### src/rtl/cl_mul_pkg.sv
// Shared constants, state encoding and line decoder for the cache-line shift-add multiplier.
package cl_mul_pkg;

    localparam int unsigned LineWidth = 512;
    localparam int unsigned ProdWidth = 64;
    localparam int unsigned OperWidth = 32;
    localparam int unsigned CntWidth  = 6;

    localparam logic [31:0] OpMul8    = 32'd1;
    localparam logic [31:0] OpMul8x32 = 32'd2;
    localparam logic [31:0] OpMul32   = 32'd3;

    localparam int unsigned OpcLsb   = 0;
    localparam int unsigned OpcMsb   = 31;
    localparam int unsigned A8Lsb    = 32;
    localparam int unsigned A8Msb    = 39;
    localparam int unsigned B8Lsb    = 40;
    localparam int unsigned B8Msb    = 47;
    localparam int unsigned B8x32Lsb = 40;
    localparam int unsigned B8x32Msb = 71;
    localparam int unsigned A32Lsb   = 32;
    localparam int unsigned A32Msb   = 63;
    localparam int unsigned B32Lsb   = 64;
    localparam int unsigned B32Msb   = 95;

    localparam logic [CntWidth-1:0] Iters8  = 6'd8;
    localparam logic [CntWidth-1:0] Iters32 = 6'd32;

    typedef enum logic [1:0] {
        StIdle = 2'd0,
        StCalc = 2'd1,
        StOut  = 2'd2
    } state_e;

    typedef struct packed {
        logic [OperWidth-1:0] mplier;
        logic [OperWidth-1:0] mcand;
        logic [CntWidth-1:0]  iters;
        logic                 err;
    } op_t;

    function automatic op_t decode_line(input logic [LineWidth-1:0] line);
        op_t op;
        op = '0;
        case (line[OpcMsb:OpcLsb])
            OpMul8: begin
                op.mplier = {24'd0, line[A8Msb:A8Lsb]};
                op.mcand  = {24'd0, line[B8Msb:B8Lsb]};
                op.iters  = Iters8;
            end
            OpMul8x32: begin
                op.mplier = {24'd0, line[A8Msb:A8Lsb]};
                op.mcand  = line[B8x32Msb:B8x32Lsb];
                op.iters  = Iters8;
            end
            OpMul32: begin
                op.mplier = line[A32Msb:A32Lsb];
                op.mcand  = line[B32Msb:B32Lsb];
                op.iters  = Iters32;
            end
            default: op.err = 1'b1;
        endcase
        return op;
    endfunction

endpackage

### src/rtl/cl_mul_shiftadd.sv
// Radix-2 shift-add datapath: one multiplier bit retired per step, fixed iteration count.
module cl_mul_shiftadd
    import cl_mul_pkg::*;
(
    input  logic                 clk,
    input  logic                 reset_n,
    input  logic                 start_i,
    input  logic                 step_i,
    input  logic [OperWidth-1:0] mplier_i,
    input  logic [OperWidth-1:0] mcand_i,
    input  logic [CntWidth-1:0]  iters_i,
    output logic [ProdWidth-1:0] acc_o,
    output logic                 last_o
);

    logic [ProdWidth-1:0] acc_q, acc_d;
    logic [ProdWidth-1:0] mcand_q, mcand_d;
    logic [OperWidth-1:0] mplier_q, mplier_d;
    logic [CntWidth-1:0]  cnt_q, cnt_d;

    always_comb begin
        acc_d    = acc_q;
        mcand_d  = mcand_q;
        mplier_d = mplier_q;
        cnt_d    = cnt_q;
        if (start_i) begin
            acc_d    = '0;
            mcand_d  = {{(ProdWidth-OperWidth){1'b0}}, mcand_i};
            mplier_d = mplier_i;
            cnt_d    = iters_i;
        end else if (step_i) begin
            acc_d    = acc_q + (mplier_q[0] ? mcand_q : '0);
            mcand_d  = mcand_q << 1;
            mplier_d = mplier_q >> 1;
            cnt_d    = cnt_q - 6'd1;
        end
    end

    always_ff @(posedge clk) begin
        if (!reset_n) begin
            acc_q    <= '0;
            mcand_q  <= '0;
            mplier_q <= '0;
            cnt_q    <= '0;
        end else begin
            acc_q    <= acc_d;
            mcand_q  <= mcand_d;
            mplier_q <= mplier_d;
            cnt_q    <= cnt_d;
        end
    end

    assign acc_o  = acc_q;
    // Final step is the one taken while the counter still reads 1.
    assign last_o = (cnt_q == 6'd1);

endmodule

### src/rtl/cl_mul_unit.sv
// Cache-line multiply unit: accepts one opcode line, runs the shift-add datapath, returns a line.
module cl_mul_unit
    import cl_mul_pkg::*;
#(
    parameter int unsigned CACHE_WIDTH = 512
) (
    input  logic                   clk,
    input  logic                   reset_n,
    input  logic                   in_valid,
    output logic                   in_ready,
    input  logic [CACHE_WIDTH-1:0] in_data,
    output logic                   out_valid,
    input  logic                   out_ready,
    output logic [CACHE_WIDTH-1:0] out_data,
    output logic                   out_err,
    output logic [31:0]            op_cnt
);

    state_e               state_q, state_d;
    logic                 err_q, err_d;
    logic [31:0]          op_cnt_q, op_cnt_d;
    logic                 start, step, last;
    logic [ProdWidth-1:0] acc;
    op_t                  op;

    assign op = decode_line(in_data);

    cl_mul_shiftadd u_shiftadd (
        .clk      (clk),
        .reset_n  (reset_n),
        .start_i  (start),
        .step_i   (step),
        .mplier_i (op.mplier),
        .mcand_i  (op.mcand),
        .iters_i  (op.iters),
        .acc_o    (acc),
        .last_o   (last)
    );

    always_comb begin
        state_d   = state_q;
        err_d     = err_q;
        op_cnt_d  = op_cnt_q;
        start     = 1'b0;
        step      = 1'b0;
        in_ready  = 1'b0;
        out_valid = 1'b0;
        unique case (state_q)
            StIdle: begin
                in_ready = 1'b1;
                if (in_valid) begin
                    start   = 1'b1;
                    err_d   = op.err;
                    // Unsupported opcodes skip CALC; the datapath load clears acc to zero.
                    state_d = op.err ? StOut : StCalc;
                end
            end
            StCalc: begin
                step = 1'b1;
                if (last) state_d = StOut;
            end
            StOut: begin
                out_valid = 1'b1;
                if (out_ready) begin
                    op_cnt_d = op_cnt_q + 32'd1;
                    state_d  = StIdle;
                end
            end
            default: state_d = StIdle;
        endcase
    end

    always_ff @(posedge clk) begin
        if (!reset_n) begin
            state_q  <= StIdle;
            err_q    <= 1'b0;
            op_cnt_q <= '0;
        end else begin
            state_q  <= state_d;
            err_q    <= err_d;
            op_cnt_q <= op_cnt_d;
        end
    end

    assign out_data = {{(CACHE_WIDTH-ProdWidth){1'b0}}, acc};
    assign out_err  = err_q & out_valid;
    assign op_cnt   = op_cnt_q;

endmodule

### config.mk
export PLATFORM = sky130hd
export DESIGN_NAME = cl_mul_unit
export DESIGN_NICKNAME = d
export VERILOG_FILES = /design/src/rtl/cl_mul_pkg.sv /design/src/rtl/cl_mul_shiftadd.sv /design/src/rtl/cl_mul_unit.sv
export SDC_FILE = /design/constraint.sdc
export NUM_CORES = 1
export LEC_CHECK = 0
export CORE_AREA = 2 2 420 422
export DETAILED_ROUTE_END_ITERATION = 10
export DIE_AREA = 0 0 422 424
export GPL_TIMING_DRIVEN = 0
export PLACE_DENSITY = 0.4
export SLEW_MARGIN = 40
export SYNTH_ARGS = -nofsm -noshare
export SYNTH_HDL_FRONTEND = slang
export SYNTH_SLANG_ARGS = --single-unit
### constraint.sdc
create_clock -name clk -period 5.82 [get_ports clk]
set_input_delay 0.582 -clock clk [delete_from_list [all_inputs] [get_ports clk]]
set_output_delay 0.582 -clock clk [all_outputs]
set_load 0.03 [all_outputs]
After elaboration in Yosys (flattened, before gate mapping)

Cells that the tools add are included.

Muxes and demuxes: 19
Equality and inequality tests: 9
Reductions and logical operators: 7
Add/subtract/negate cells: 3
Bitwise operators: 2

Operator list:

| operator              | number |
|---|---|
| $pmux 70 s3           | 1 |
| $mux 32               | 4 |
| $add 64x64->64        | 1 |
| $eq 32x2->1 const B   | 2 |
| $mux 64               | 1 |
| $add 32x1->32 const B | 1 |
| $eq 32x1->1 const B   | 1 |
| $mux 6                | 2 |
| $mux 2                | 4 |
| $eq 6x1->1 const B    | 1 |
| $mux 1                | 6 |
| $ne 2x2->1 const B    | 3 |
| $pmux 2 s3            | 1 |
| $sub 6x1->6 const B   | 1 |
| $reduce_and 2->1      | 2 |
| $reduce_and 3->1      | 1 |
| $reduce_or 3->1       | 1 |
| $eq 2x1->1 const B    | 1 |
| $eq 2x2->1 const B    | 1 |
| $logic_not 2->1       | 1 |
| $reduce_bool 2->1     | 1 |
| $reduce_or 2->1       | 1 |
| $and 1x1->1           | 1 |
| $not 1->1             | 1 |

Output and inout bits: 547
Word-level logic and storage cells: 48
Input port bits: 516
Register bits: 201

Longest topological paths before layout

Word-level depth: 5
Depth in mapped cells: 15
Gate-level depth less buffers: 13

Modules after synthesis

A second synthesis with hierarchy kept.

Cells, all modules: 2,063
Area, all modules: 16,419.5 um2

By module, submodules not included:

| module          | area each (um2) | cells each | seq. area each (um2) | times used |
|---|---|---|---|---|
| cl_mul_shiftadd | 10,442.5        | 1,290      | 3,323.2              | 1 |
| cl_mul_unit     | 5,977.0         | 773        | 700.7                | 1 |

Worst setup path before layout

No wires, ideal clock.

Path type: reg2reg
From: reg u_shiftadd.mplier_q[0]
To: reg u_shiftadd.acc_q[46] (netlist: u_shiftadd.acc_o[46])
Buffers on the path: 3
Arrival time: 3,132 ps
Period minus slack after synthesis: 3,249 ps
Library setup time: 117 ps
Cell stages (with the launch flop): 16
Path slack: 2,571 ps
Data required time: 5,703 ps
Cell sequence: dfxtp_1 -> clkbuf_1 -> clkbuf_1 -> and2_1 -> ha_1 -> buf_2 -> a21o_1 -> a31o_2 -> a32o_1 -> nand4b_1 -> a21oi_1 -> o21bai_2 -> a21oi_1 -> o21ai_0 -> xor2_1 -> a22o_1

Cells in the longest elaborated chain, start to end: 2

Ends and longest elaborated chain:

| what                   | RTL line              | RTL |
|---|---|---|
| start, declared        | cl_mul_shiftadd.sv:18 | `logic [OperWidth-1:0] mplier_q, mplier_d;` |
| start signal, assigned | cl_mul_shiftadd.sv:48 | `mplier_q <= mplier_d;` |
| $mux 64                | cl_mul_shiftadd.sv:32 | `acc_d = acc_q + (mplier_q[0] ? mcand_q : '0);` |
| $add 64x64->64         | cl_mul_shiftadd.sv:32 |  |
| end signal, assigned   | cl_mul_shiftadd.sv:41 | `acc_q <= '0;` |
| end signal, assigned   | cl_mul_shiftadd.sv:46 | `acc_q <= acc_d;` |
| end, declared          | cl_mul_shiftadd.sv:16 | `logic [ProdWidth-1:0] acc_q, acc_d;` |

Every way passes these cells.
A chain may end at the register's enable or synchronous reset.

Worst setup path after layout

From: reg u_shiftadd.mplier_q[0]
To: reg u_shiftadd.acc_q[39] (netlist: u_shiftadd.acc_o[39])

The elaborated chain is that of the path after synthesis.

==> key figures <==
CTS
  • Post_cts resized: 0
  • Root buffer cell: clkbuf_16
  • Total CTS buffers: 24
  • Worst-path clk slew: 0.06 ns
  • CTS tree: done
  • Bufs on Longest Clock Path: 3
  • H-tree levels: 1
  • Clk sinks: 201
  • Hold_buf cts: 0
  • Worst-skew pair later-pin latency: 0.56 ns
  • Buffer count from post-CTS setup fixing: 0

Synth
  • Most frequent cells after synthesis: 451 x buf_4, 300 x nand2_1, 201 x dfxtp_1
  • Ys flop type: dfxtp_1
  • Syn Area/Cell: 7.58 um2
  • Post-Syn Instances: 2086
  • Cell variety after synth: 78
  • Most numerous cell in the Yosys netlist: buf_4
  • Seq cells post-synth: 201
  • Sequential fraction of the synthesis area: 25.4%
  • Post-synth ARST share: 0%
  • Synth Cell Area: 15800 um2
  • Ys Warns: 0
  • EDFF count, synth: 0
  • Area leader, netlist: dfxtp_1
  • Main area contributors after synthesis: dfxtp_1 25%, buf_4 21%, nand2_1 7.1%
  • Post-synth top area share: 25.4%

Die
  • Die width: 422 um
  • I/O pin count: 1063
  • Die height: 424 um
  • Site row count: 154
  • Die area: 179000 um2
  • Initial core utilization: 9.04%
  • Core area: 175000 um2

Critical path
  • Worst Setup Start Kind: register
  • Most numerous cell on the critical path: o21ai_0
  • Critical path's top delay family: compound AO/OA/AOI/OAI gates
  • Slowest-stage cell, CP: clkbuf_1
  • Worst reg-to-reg path cell count: 14
  • CP Class: reg2reg
  • Worst-path fanout max: 10
  • CP Capture Type: register
  • Buf/Inv on CP: 2
  • Critical-path cell list: clkbuf_1 > clkbuf_1 > and2_1 > ha_1 > a21o_1 > a31o_2 > o21ai_0 > nand2_1 > o21ai_0 > a31oi_1 > a21oi_1 > o21ai_0 > xor2_1 > a22o_1
  • WP depth: 14
  • Arr. time, crit path: 5.43 ns
  • Worst path required time: 6.27 ns
  • CP max stage delay: 0.69 ns

STA
  • Fmax: 201 MHz
  • Slew Limit Fails: 0
  • Final hold vios: 0
  • Fin crit period: 4.98 ns
  • Worst setup margin: 0.843 ns
  • Clock skew: 0.0184 ns
  • Worst-Margin Slew: 0.872 ns
  • Final critical-path share of the clock period: 85.5%
  • Setup TNS: 0 ns
  • Setup violations, final: 0
  • Slew margin rel.: 41.9%
  • Setup repair after global routing missed its margin: no

Detailed routing
  • Vias: 14900
  • DRT iter0 DRCs: 801
  • DR DRC count: 0
  • Wire per inst: 13.3 um
  • Drt first pass iters: 5
  • Number of vias per cell: 2.91
  • ANT nets after route: 0
  • Drt total wl: 68200 um

Place
  • Placed Area: 22400 um2
  • Pre-CTS setup slack: 0.874 ns
  • DP HPWL: 58700 um
  • Port Buffers: 196
  • Placer Congestion: 0.782

Power and ir drop
  • Static leakage: 10.1 nW
  • Cell Pwr Density: 163 nW/um2
  • Max VDD drop: 0.000159 V

Finish
  • Layout cell share with drive strength beyond 1: 19.1%
  • Final core occ: 13.2%
  • Final instance area: 23200 um2
  • Layout area overhead: 46.5%
  • Final nets: 3338

Global routing
  • Largest net degree at the start of global routing: 12
  • Congestion Overflow GR: 0
  • Tot GR Track Use: 7.14%
  • Number of global-route vias before repair: 13500
  • Antenna violations before repair: 23
  • First-pass GRT wire length: 94600 um

Worst hold path
  • Worst hold path class: in2reg
  • Hold Crit Depth: 3

Outcome
  • Status: complete, no violations

Flow run
  • Max-Cap Viols: 0
[cell type report]
type | count | area (um2)
Fill cell | 20300 | 152000
Multi-Input combinational cell | 1760 | 9590
Sequential cell | 201 | 4020
Buffer | 551 | 3820
Tap cell | 2340 | 2930
Timing Repair Buffer | 196 | 1950
Clock buffer | 39 | 738
Inverter | 21 | 78.8
Clock inverter | 3 | 40.0
Antenna cell | 1 | 2.50
[layer usage]
| metal | vias up | share of wire (%) | track usage, % | wire length, um |
|---|---|---|---|---|
| li1 | 7566 | - | - | - |
| met1 | 6640 | 40 | 8.19 | 27200 |
| met2 | 570 | 46 | 12.1 | 31700 |
| met3 | 92 | 12 | 3.46 | 7900 |
| met4 | 22 | 1.9 | 1.10 | 1280 |
| met5 | - | 0.21 | 0 | 145 |
[logic make-up (layout without fill, tap and decap cells)]
| family | Yosys count | after routing | synth area share [%] |
|---|---|---|---|
| multiplexers | 51 | 51 | 3.23 |
| other | 1 | 449 | 0.0237 |
| AND/OR/NAND/NOR | 654 | 654 | 18.7 |
| flip-flops | 201 | 201 | 25.4 |
| adder cells (fa/ha/maj) | 67 | 67 | 5.35 |
| buffers and inverters | 572 | 810 | 24.6 |
| XOR/XNOR | 86 | 86 | 4.76 |
| AO/OA/AOI/OAI | 454 | 454 | 17.8 |
[cells in the final DEF (no fill, tap or decap), types with 14 or more instances in the layout]
| cell | count |
|---|---|
| buf_4 | 451 |
| conb_1 | 448 |
| nand2_1 | 300 |
| dfxtp_1 | 201 |
| a21oi_1 | 197 |
| clkdlybuf4s50_1 | 194 |
| nor2_1 | 146 |
| clkbuf_1 | 72 |
| and2_1 | 72 |
| o21ai_0 | 66 |
| ha_1 | 66 |
| mux2i_1 | 51 |
| a31oi_1 | 48 |
| xnor2_1 | 43 |
| xor2_1 | 43 |
| a21o_1 | 32 |
| nand3_1 | 31 |
| clkbuf_16 | 25 |
| o22a_1 | 24 |
| nand4_1 | 21 |
| inv_1 | 20 |
| a22o_1 | 18 |
| and3_1 | 17 |
| buf_1 | 15 |
| nor3_1 | 14 |
[worst reg2reg max path, stage by stage, from the launching register on]
cell	delay, ns
dfxtp_1	0.49
clkbuf_1	0.70
clkbuf_1	0.33
and2_1	0.18
ha_1	0.28
a21o_1	0.22
a31o_2	0.23
o21ai_0	0.33
nand2_1	0.23
o21ai_0	0.62
a31oi_1	0.26
a21oi_1	0.39
o21ai_0	0.24
xor2_1	0.19
a22o_1	0.20
[power by group]
| group | leakage [nW] | switching [W] | internal (W) |
|---|---|---|---|
| Clock | 0.383 | 0.000657 | 0.000904 |
| Sequential | 1.62 | 0.00000446 | 0.00138 |
| Combinational | 8.05 | 0.000542 | 0.000287 |
[registers in the layout, indices dropped and copies added, names as in the netlist]
| register | flops |
|---|---|
| u_shiftadd.mcand_q | 64 |
| u_shiftadd.acc_o | 64 |
| state_q | 2 |
| err_q | 1 |
| op_cnt | 32 |
| u_shiftadd.cnt_q | 6 |
| u_shiftadd.mplier_q | 32 |
[through the flow]
step	total power (W)	hold WS (ns)	cells
6_report	0.00378	0.461	5112
5_1_grt	0.00392	0.473	5111
4_1_cts	0.00380	0.425	5111
3_5_place_dp	0.00223	0.458	5069
3_3_place_gp	0.00223	0.455	5069
2_1_floorplan	0.00209	0.432	2533
[path summary, 6_finish.rpt]
path | startpoint | to | slack (ns)
min | reset_n | u_shiftadd.mcand_q[3] | 0.46
max | u_shiftadd.mplier_q[0] | u_shiftadd.acc_o[39] | 0.84
max reg2reg | u_shiftadd.mplier_q[0] | u_shiftadd.acc_o[39] | 0.84
min reg2reg | u_shiftadd.mcand_q[56] | u_shiftadd.mcand_q[57] | 0.47
No activity file was read; power rests on OpenSTA's default activity.
